--- src/rtl/mips_pkg.sv ---
// Shared MIPS pipeline definitions: word type, NOP encoding, fetch state encoding.
package mips_pkg;

    localparam int unsigned XLEN = 32;

    typedef logic [XLEN-1:0] word_t;

    localparam word_t NOP_INST = 32'h0000_0000;

    typedef enum logic [1:0] {
        FS_REQ  = 2'd0,
        FS_WAIT = 2'd1,
        FS_HOLD = 2'd2
    } fetch_state_t;

endpackage

--- src/rtl/fetch_stage_if.sv ---
// Instruction-memory request/response port, at most one request outstanding.
interface fetch_stage_if;

    logic                imem_req;
    mips_pkg::word_t     imem_addr;
    logic                imem_ready;
    logic                imem_rvalid;
    mips_pkg::word_t     imem_rdata;

    modport master (
        output imem_req,
        output imem_addr,
        input  imem_ready,
        input  imem_rvalid,
        input  imem_rdata
    );

    modport slave (
        input  imem_req,
        input  imem_addr,
        output imem_ready,
        output imem_rvalid,
        output imem_rdata
    );

endinterface

--- src/rtl/pc_next_sel.sv ---
// Combinational next-PC select: branch beats jump, otherwise sequential PC+4.
module pc_next_sel
    import mips_pkg::*;
(
    input  word_t i_pc_plus4,
    input  logic  i_pcsrc,
    input  word_t i_branch_target,
    input  logic  i_jump,
    input  word_t i_jump_target,
    output word_t o_pc_next_c,
    output logic  o_redirect_c
);

    // Priority select of the next fetch address
    always_comb begin
        o_pc_next_c = i_pc_plus4;
        if (i_pcsrc) begin
            o_pc_next_c = i_branch_target;
        end else if (i_jump) begin
            o_pc_next_c = i_jump_target;
        end
    end

    assign o_redirect_c = i_pcsrc | i_jump;

endmodule

--- src/rtl/fetch_stage.sv ---
// MIPS instruction-fetch stage: PC register, single-outstanding imem port,
// stall hold buffer and decode redirects. Optional feature macro:
// FETCH_MISALIGN_CHECK_EN (align redirect targets and flag misaligned ones).
module fetch_stage
    import mips_pkg::*;
#(
    parameter word_t RESET_PC = 32'h0000_0000
) (
    input  logic          clk,
    input  logic          rst,
    input  logic          EN_F,
    input  logic          PCSrc_D,
    input  word_t         PCBranch_D,
    input  logic          Jump_D,
    input  word_t         PCJump_D,
    fetch_stage_if.master imem,
    output word_t         inst_R_F,
    output word_t         PCPlus4_F,
    output logic          fetch_valid,
    output logic          fetch_misalign
);

    fetch_state_t r_state;
    fetch_state_t w_state_nxt;
    word_t        r_pc;
    word_t        w_pc_nxt;
    word_t        r_hold;
    word_t        w_hold_nxt;
    logic         r_kill;
    logic         w_kill_nxt;

    word_t        w_pc_plus4;
    word_t        w_pc_sel;
    word_t        w_target;
    logic         w_redirect;
    logic         w_live;
    logic         w_req;
    logic         w_accept;
    word_t        w_addr;
    logic         w_valid;
    word_t        w_inst;

    assign w_pc_plus4 = r_pc + 32'd4;

    pc_next_sel u_pc_next_sel (
        .i_pc_plus4      (w_pc_plus4),
        .i_pcsrc         (PCSrc_D),
        .i_branch_target (PCBranch_D),
        .i_jump          (Jump_D),
        .i_jump_target   (PCJump_D),
        .o_pc_next_c     (w_pc_sel),
        .o_redirect_c    (w_redirect)
    );

`ifdef FETCH_MISALIGN_CHECK_EN
    logic r_misalign;

    assign w_target = {w_pc_sel[31:2], 2'b00};

    // Sticky flag for any redirect whose target is not word-aligned
    always_ff @(posedge clk) begin
        if (rst) begin
            r_misalign <= 1'b0;
        end else if (w_redirect && (w_pc_sel[1:0] != 2'b00)) begin
            r_misalign <= 1'b1;
        end
    end

    assign fetch_misalign = r_misalign;
`else
    assign w_target       = w_pc_sel;
    assign fetch_misalign = 1'b0;
`endif

    // A response that belongs to the current PC and is not squashed this cycle
    assign w_live   = imem.imem_rvalid && !r_kill && !w_redirect;
    assign w_accept = w_req && imem.imem_ready;

    // State register: PC, fetch state, kill flag, hold buffer
    always_ff @(posedge clk) begin
        if (rst) begin
            r_state <= FS_REQ;
            r_pc    <= RESET_PC;
            r_kill  <= 1'b0;
            r_hold  <= NOP_INST;
        end else begin
            r_state <= w_state_nxt;
            r_pc    <= w_pc_nxt;
            r_kill  <= w_kill_nxt;
            r_hold  <= w_hold_nxt;
        end
    end

    // Next-state: advance, hold, squash and redirect decisions
    always_comb begin
        w_state_nxt = r_state;
        w_pc_nxt    = r_pc;
        w_kill_nxt  = r_kill;
        w_hold_nxt  = r_hold;
        if (w_redirect) begin
            w_pc_nxt = w_target;
            case (r_state)
                // An accepted request must still drain, so it is tracked as killed in WAIT
                FS_REQ: begin
                    w_state_nxt = w_accept ? FS_WAIT : FS_REQ;
                    w_kill_nxt  = w_accept;
                end
                FS_WAIT: begin
                    if (imem.imem_rvalid) begin
                        w_state_nxt = FS_REQ;
                        w_kill_nxt  = 1'b0;
                    end else begin
                        w_state_nxt = FS_WAIT;
                        w_kill_nxt  = 1'b1;
                    end
                end
                default: begin
                    w_state_nxt = FS_REQ;
                    w_kill_nxt  = 1'b0;
                end
            endcase
        end else begin
            case (r_state)
                FS_REQ: begin
                    if (w_accept) begin
                        w_state_nxt = FS_WAIT;
                    end
                end
                FS_WAIT: begin
                    if (imem.imem_rvalid) begin
                        if (r_kill) begin
                            w_state_nxt = FS_REQ;
                            w_kill_nxt  = 1'b0;
                        end else if (EN_F) begin
                            w_pc_nxt    = w_target;
                            w_state_nxt = w_accept ? FS_WAIT : FS_REQ;
                        end else begin
                            w_hold_nxt  = imem.imem_rdata;
                            w_state_nxt = FS_HOLD;
                        end
                    end
                end
                FS_HOLD: begin
                    if (EN_F) begin
                        w_pc_nxt    = w_target;
                        w_state_nxt = FS_REQ;
                    end
                end
                default: begin
                    w_state_nxt = FS_REQ;
                end
            endcase
        end
    end

    // Outputs: request port and presented instruction (NOP bubble by default)
    always_comb begin
        w_req   = 1'b0;
        w_addr  = r_pc;
        w_valid = 1'b0;
        w_inst  = NOP_INST;
        if (!rst) begin
            case (r_state)
                FS_REQ: begin
                    w_req = 1'b1;
                end
                FS_WAIT: begin
                    if (w_live && EN_F) begin
                        w_valid = 1'b1;
                        w_inst  = imem.imem_rdata;
                        w_req   = 1'b1;
                        w_addr  = w_pc_plus4;
                    end
                end
                FS_HOLD: begin
                    if (!w_redirect) begin
                        w_valid = 1'b1;
                        w_inst  = r_hold;
                    end
                end
                default: begin
                    w_req = 1'b0;
                end
            endcase
        end
    end

    assign imem.imem_req  = w_req;
    assign imem.imem_addr = w_addr;
    assign inst_R_F       = w_inst;
    assign fetch_valid    = w_valid;
    assign PCPlus4_F      = w_pc_plus4;

endmodule

--- src/flat_wrapper.sv ---
// flat-port wrapper written by rule: the top's interface ports become plain ports
module fetch_stage_flat import mips_pkg::*;
#(
    parameter word_t RESET_PC = 32'h0000_0000
)
  (clk, rst, EN_F, PCSrc_D, PCBranch_D, Jump_D, PCJump_D, inst_R_F, PCPlus4_F, fetch_valid, fetch_misalign, imem_imem_req, imem_imem_addr, imem_imem_ready, imem_imem_rvalid, imem_imem_rdata);
  fetch_stage_if imem_i ();
  input  logic clk;
  input  logic rst;
  input  logic EN_F;
  input  logic PCSrc_D;
  input  word_t PCBranch_D;
  input  logic Jump_D;
  input  word_t PCJump_D;
  output word_t inst_R_F;
  output word_t PCPlus4_F;
  output logic fetch_valid;
  output logic fetch_misalign;
  output wire logic [$bits(imem_i.imem_req)-1:0] imem_imem_req;
  output wire logic [$bits(imem_i.imem_addr)-1:0] imem_imem_addr;
  input wire logic [$bits(imem_i.imem_ready)-1:0] imem_imem_ready;
  input wire logic [$bits(imem_i.imem_rvalid)-1:0] imem_imem_rvalid;
  input wire logic [$bits(imem_i.imem_rdata)-1:0] imem_imem_rdata;
  assign imem_imem_req = imem_i.imem_req;
  assign imem_imem_addr = imem_i.imem_addr;
  assign imem_i.imem_ready = imem_imem_ready;
  assign imem_i.imem_rvalid = imem_imem_rvalid;
  assign imem_i.imem_rdata = imem_imem_rdata;
  fetch_stage #(.RESET_PC(RESET_PC)) u_core (.clk(clk), .rst(rst), .EN_F(EN_F), .PCSrc_D(PCSrc_D), .PCBranch_D(PCBranch_D), .Jump_D(Jump_D), .PCJump_D(PCJump_D), .imem(imem_i), .inst_R_F(inst_R_F), .PCPlus4_F(PCPlus4_F), .fetch_valid(fetch_valid), .fetch_misalign(fetch_misalign));
endmodule
--- config.mk ---
export PLATFORM = sky130hd
export DESIGN_NAME = fetch_stage_flat
export DESIGN_NICKNAME = d
export VERILOG_FILES = /design/src/rtl/mips_pkg.sv /design/src/rtl/fetch_stage_if.sv /design/src/rtl/pc_next_sel.sv /design/src/rtl/fetch_stage.sv /design/src/flat_wrapper.sv
export SDC_FILE = /design/constraint.sdc
export NUM_CORES = 1
export LEC_CHECK = 0
export CORE_AREA = 2 2 147 92
export CTS_CLUSTER_DIAMETER = 120
export CTS_CLUSTER_SIZE = 30
export DETAILED_ROUTE_END_ITERATION = 12
export DIE_AREA = 0 0 149 94
export PLACE_DENSITY = 0.77
export SKIP_CTS_REPAIR_TIMING = 1
export SLEW_MARGIN = 20
export SYNTH_ARGS = -nofsm -noshare
export SYNTH_HDL_FRONTEND = slang
export SYNTH_SLANG_ARGS = --single-unit
--- constraint.sdc ---
create_clock -name clk -period 2.05 [get_ports clk]
set_input_delay 0.41 -clock clk [delete_from_list [all_inputs] [get_ports clk]]
set_output_delay 0.41 -clock clk [all_outputs]
set_load 0.02 [all_outputs]
======== After elaboration in Yosys (flattened, before gate mapping) ========
Index checks and enable logic that the tools add are counted.
word-level totals
  bits in registers ....................... 67
  input port bits ......................... 103
  logic and storage cells ................. 64
operators by class
  $add $sub $neg .......................... 1
  equal/unequal tests ..................... 6
  mux-type cells .......................... 35
  bitwise gates (word level) .............. 4
  reductions and logical operators ........ 14
operator list
  operator                 number
  $mux W32                 12
  $pmux W32 S2             2
  $add A32 B3 Y32 const B  1
  $mux W2                  6
  $mux W1                  10
  $ne A3 B2 Y1 const B     2
  $pmux W1 S2              3
  $pmux W2 S3              1
  $reduce_and A3 Y1        2
  $reduce_and A5 Y1        1
  $logic_and A1 B1 Y1      4
  $pmux W2 S2              1
  $reduce_bool A2 Y1       2
  $ne A3 B1 Y1 const B     1
  $ne A3 B3 Y1 const B     1
  $not A1 Y1               3
  $reduce_bool A3 Y1       1
  $eq A2 B1 Y1 const B     1
  $eq A2 B2 Y1 const B     1
  $logic_not A1 Y1         2
  $logic_not A2 Y1         1
  $reduce_and A2 Y1        1
  $or A1 B1 Y1             1

======== Depth between registers and ports, before layout ========
  depth in word-level cells ............... 14
  mapped depth ............................ 8

======== By module ========
A second synthesis with hierarchy kept.
second synthesis, totals
  cell total of the unflattened synthesis .. 697
  area total of the unflattened synthesis .. 5001.0 um2
by module, submodules not included
  module       instances  cells an instance  area each (um2)  seq. area each (um2)
  fetch_stage  1          589                4289.1           1341.3
  pc_next_sel  1          108                711.9            0.0

======== Least setup slack after synthesis ========
No wires, ideal clock.
  kind .................................... reg2out
  from .................................... register u_core.r_state[1]
  to ...................................... output imem_imem_addr[19]
  arrival time ............................ 1928 ps
  slack ................................... -288 ps
  stages on the path, launching flop included .. 9
  path buffers ............................ 2
  cell sequence ........................... dfxtp_1 > inv_1 > ha_1 > and3b_1 > and3_1 > clkbuf_1 > clkbuf_1 > nand4_1 > xnor2_1
between the ends
  word-level cells in the longest chain between the ends .. 3
RTL lines
  element                 RTL line            source
  start, declared         fetch_stage.sv:23   fetch_state_t r_state;
  start signal, assigned  fetch_stage.sv:87   r_state <= w_state_nxt;
  $eq A2 B1 Y1            fetch_stage.sv:163  case (r_state)
  $mux W32                fetch_stage.sv:163
  $mux W32                fetch_stage.sv:162  if (!rst) begin
  end, declared           flat_wrapper.sv:20  output wire logic [$bits(imem_i.imem_addr)-1:0] imem_imem_addr;
No other way between the ends.

======== Final worst setup path ========
  from .................................... register u_core.r_pc[2]
  to ...................................... output PCPlus4_F[28]
between the ends
  word-level cells in the longest chain between the ends .. 1
RTL lines
  element                 RTL line            source
  start, declared         fetch_stage.sv:25   word_t r_pc;
  start signal, assigned  fetch_stage.sv:88   r_pc <= w_pc_nxt;
  $add A32 B3 Y32         fetch_stage.sv:43   assign w_pc_plus4 = r_pc + 32'd4;
  end, declared           flat_wrapper.sv:16  output word_t PCPlus4_F;
No other way between the ends.

==> results_dict.tcl <==
set metrics [dict create \
    design_area_mm2 0.009832 \
    p_sw_share_pct 31.61 \
    share_comb_of_total_power_pct 30.8 \
    clock_latency_ns 0.33 \
    cts_tree "done" \
    rsz0062_at_grt "yes" \
    ys_seq_area_share_pct 27.13 \
    syn_nets 794 \
    drcViolationCount 0 \
    clkPwrFrac_pct 35.5 \
    switchingPower_mw 1.327 \
    worst-path-buf-inv 1 \
    dp.cells 1123 \
    synth-edff-count 0 \
    crit_chain "ha_4, nand3_4, or4_4, nor4_4, xor2_2, buf_6" \
    maxSlewViolCount 0 \
    drtAntennaViolNets 0 \
    grt_pass1_wl_um 30790 \
    timing.hold.ws_ns 0.4676 \
    cp-endpoint "PCPlus4_F[28]" \
    synth-seq-cells 67 \
    critPathTopFamily "simple AND/OR/NAND/NOR gates" \
    antenna_found_initial 1 \
    p_leak_nw 4.096 \
    avgViaCountPerCell 5.554 \
    rows 32 \
    seqPwrFrac_pct 33.7 \
    use_met3_pct 6.068 \
    ys_warn_count 0 \
    drive_above_1_share_pct 49.75 \
    clockRootBuffer "clkbuf_16" \
    p_int_mw 2.871 \
    grt_use_total_pct 27.97 \
    synth-async-reset-ratio_pct 0 \
    die-height_um 94 \
    drt-total-wl_um 22920 \
    clk_pin_slew_ns 0.06 \
    hold_class "reg -> reg" \
    worst_slack_ns -0.6073 \
    max_freq_mhz 376.3 \
    n_fill_cell 841 \
    cpMaxStageDelayCell "or4_4" \
    drtPass1Iterations 5 \
    reg2reg_to "u_core.r_pc[27]" \
    hold_viol 0 \
    use_met1_pct 39.45 \
    r2r_slack_ns -0.09 \
    grt_pass1_vias 5962 \
    gp_congestion 0.9535 \
    syn_avg_cell_area_um2 7.198 \
    cp_max_fo 4 \
    min_period_ns 2.657 \
    critical_path_class "reg -> out" \
    pin_count 202 \
    power_density_mw_per_mm2 426.9 \
    final.period_utilization_pct 129.6 \
    grt_max_degree 70 \
    tightest_slew_ns 0.8741 \
    synthTopCellsByCount "114 x nand2_1, 72 x nor2_1, 67 x dfxtp_1" \
    cts.sinks 67 \
    synth_cell_types 66 \
    cp-start-kind "register" \
    setup_viol_count_final 94 \
    synth_top_cell_by_area "dfxtp_1" \
    cp.depth 6 \
    cts_buffers 9 \
    fin_setup_tns_ns -28.00 \
    portBuffers 200 \
    slew_headroom_pct 41.73 \
    skew_ns 0.007733 \
    synth_top_area_share_pct 27.13 \
    grt_use_met2_pct 43.86 \
    status "finished with violations" \
    syn_to_final_growth_pct 98.84 \
    vias 6543 \
    h-tree-depth 3 \
    finalNonFillerCells 1178 \
    initial_core_util_pct 39.33 \
    drt-wirelength-per-cell_um 19.46 \
    nNetsFinal 1109 \
    irDropWorstVdd_v 0.0003986 \
    dpl_cell_area_mm2 0.008312 \
    drv_cap 0 \
    die_w_um 149 \
    cp-startpoint "u_core.r_pc[2]" \
    dieArea_mm2 0.01401 \
    synth.area.top_cells "dfxtp_1 27%, nand2_1 8.7%, a21oi_1 6.1%" \
    synth_most_common_cell "nand2_1" \
    endpoint_kind "primary output" \
    dp_slack_ns -1.162 \
    power_mw 4.198 \
    drt_iter0_drc 481 \
    synth_ff_type "dfxtp_1" \
    gr-total-overflow 0 \
    fin_util_pct 78.20 \
    cts_buffer_depth 2 \
    critical-path-max-stage-delay_ns 0.59 \
    worstPathRequired_ns 1.64 \
    synthesis.area_mm2 0.004945 \
    violations "setup timing" \
    r2r_cells 8 \
    r2r_start "u_core.r_pc[13]" \
    cp.arrival_ns 2.25 \
    top_usage_layer "met2" \
    synth_cells 687 \
    core_area_mm2 0.01257 \
    dpl.hpwl_um 15170 \
]
[flip-flops by register name, indices dropped and copies added, names as in the netlist]
name	cells
u_core.r_hold	32
u_core.r_kill	1
u_core.r_pc	32
u_core.r_state	2
[layer usage]
layer	vias to the layer above	share of wire, %
met5	-	0
met4	0	1.8
met3	43	8.8
met2	348	47
met1	3121	42
li1	3031	-
[placed cells by master, fill, tap and decap left out, types with 12 or more instances in the layout]
cell             instances
nand2_1                100
buf_4                  168
a21oi_1                 60
nor2_1                  23
clkdlybuf4s50_1        103
dfxtp_1                 48
xnor2_2                 25
clkbuf_16               12
xor2_2                  17
nor2_2                  35
a22oi_2                 32
nand4_1                 16
dfxtp_2                 16
o21ai_0                 13
a211oi_1                13
nor2_4                  15
buf_6                   66
nand2b_1                12
[how the worst min path moves through the flow]
| stage | start | endpoint | cells after the start |
|---|---|---|---|
| after floorplan | u_core.r_hold[0] | u_core.r_hold[0] | 2 |
| after global placement | u_core.r_hold[14] | u_core.r_hold[14] | 2 |
| after detailed placement | u_core.r_hold[29] | u_core.r_hold[29] | 2 |
| after CTS | u_core.r_hold[29] | u_core.r_hold[29] | 2 |
| after global routing | u_core.r_hold[29] | u_core.r_hold[29] | 2 |
| final | u_core.r_hold[29] | u_core.r_hold[29] | 2 |
[worst min-delay path, cell delays in order (launching register included)]
cell	delay, ns
dfxtp_1	0.32
nand2_1	0.05
a21oi_1	0.05
[layout make-up]
class / instances / area, um2 / area share [%]
Clock buffer: 10 / 239.0 / 2.431
Sequential cell: 67 / 1373 / 13.96
Clock inverter: 6 / 48.80 / 0.4963
Timing Repair Buffer: 370 / 3458 / 35.17
Inverter: 14 / 52.55 / 0.5345
Multi-Input combinational cell: 540 / 4446 / 45.22
Tap cell: 170 / 212.7 / 2.163
Antenna cell: 1 / 2.502 / 0.02545
[cells by family (layout without fill, tap and decap cells)]
| kind of cell | count (synthesis) | count (layout) | synth area share (%) |
|---|---|---|---|
| xor+xnor | 62 | 62 | 10.98 |
| flops | 67 | 67 | 27.13 |
| simple gates | 295 | 295 | 29.45 |
| fa+ha+maj | 4 | 4 | 1.012 |
| compound gates | 173 | 173 | 23.15 |
| mux | 5 | 5 | 1.012 |
| other cells | 1 | 2 | 0.07584 |
| buf+inv | 80 | 400 | 7.186 |
[power groups by stage]
stage	registers (mW)	logic [mW]	clock network [mW]
after floorplan	1.43	0.560	0
after global placement	1.43	1.17	0
after detailed placement	1.44	1.18	0
after CTS	1.41	1.19	1.51
after global routing	1.42	1.36	1.56
final	1.42	1.29	1.49
Note: power is estimated with default switching activity, not from simulation.
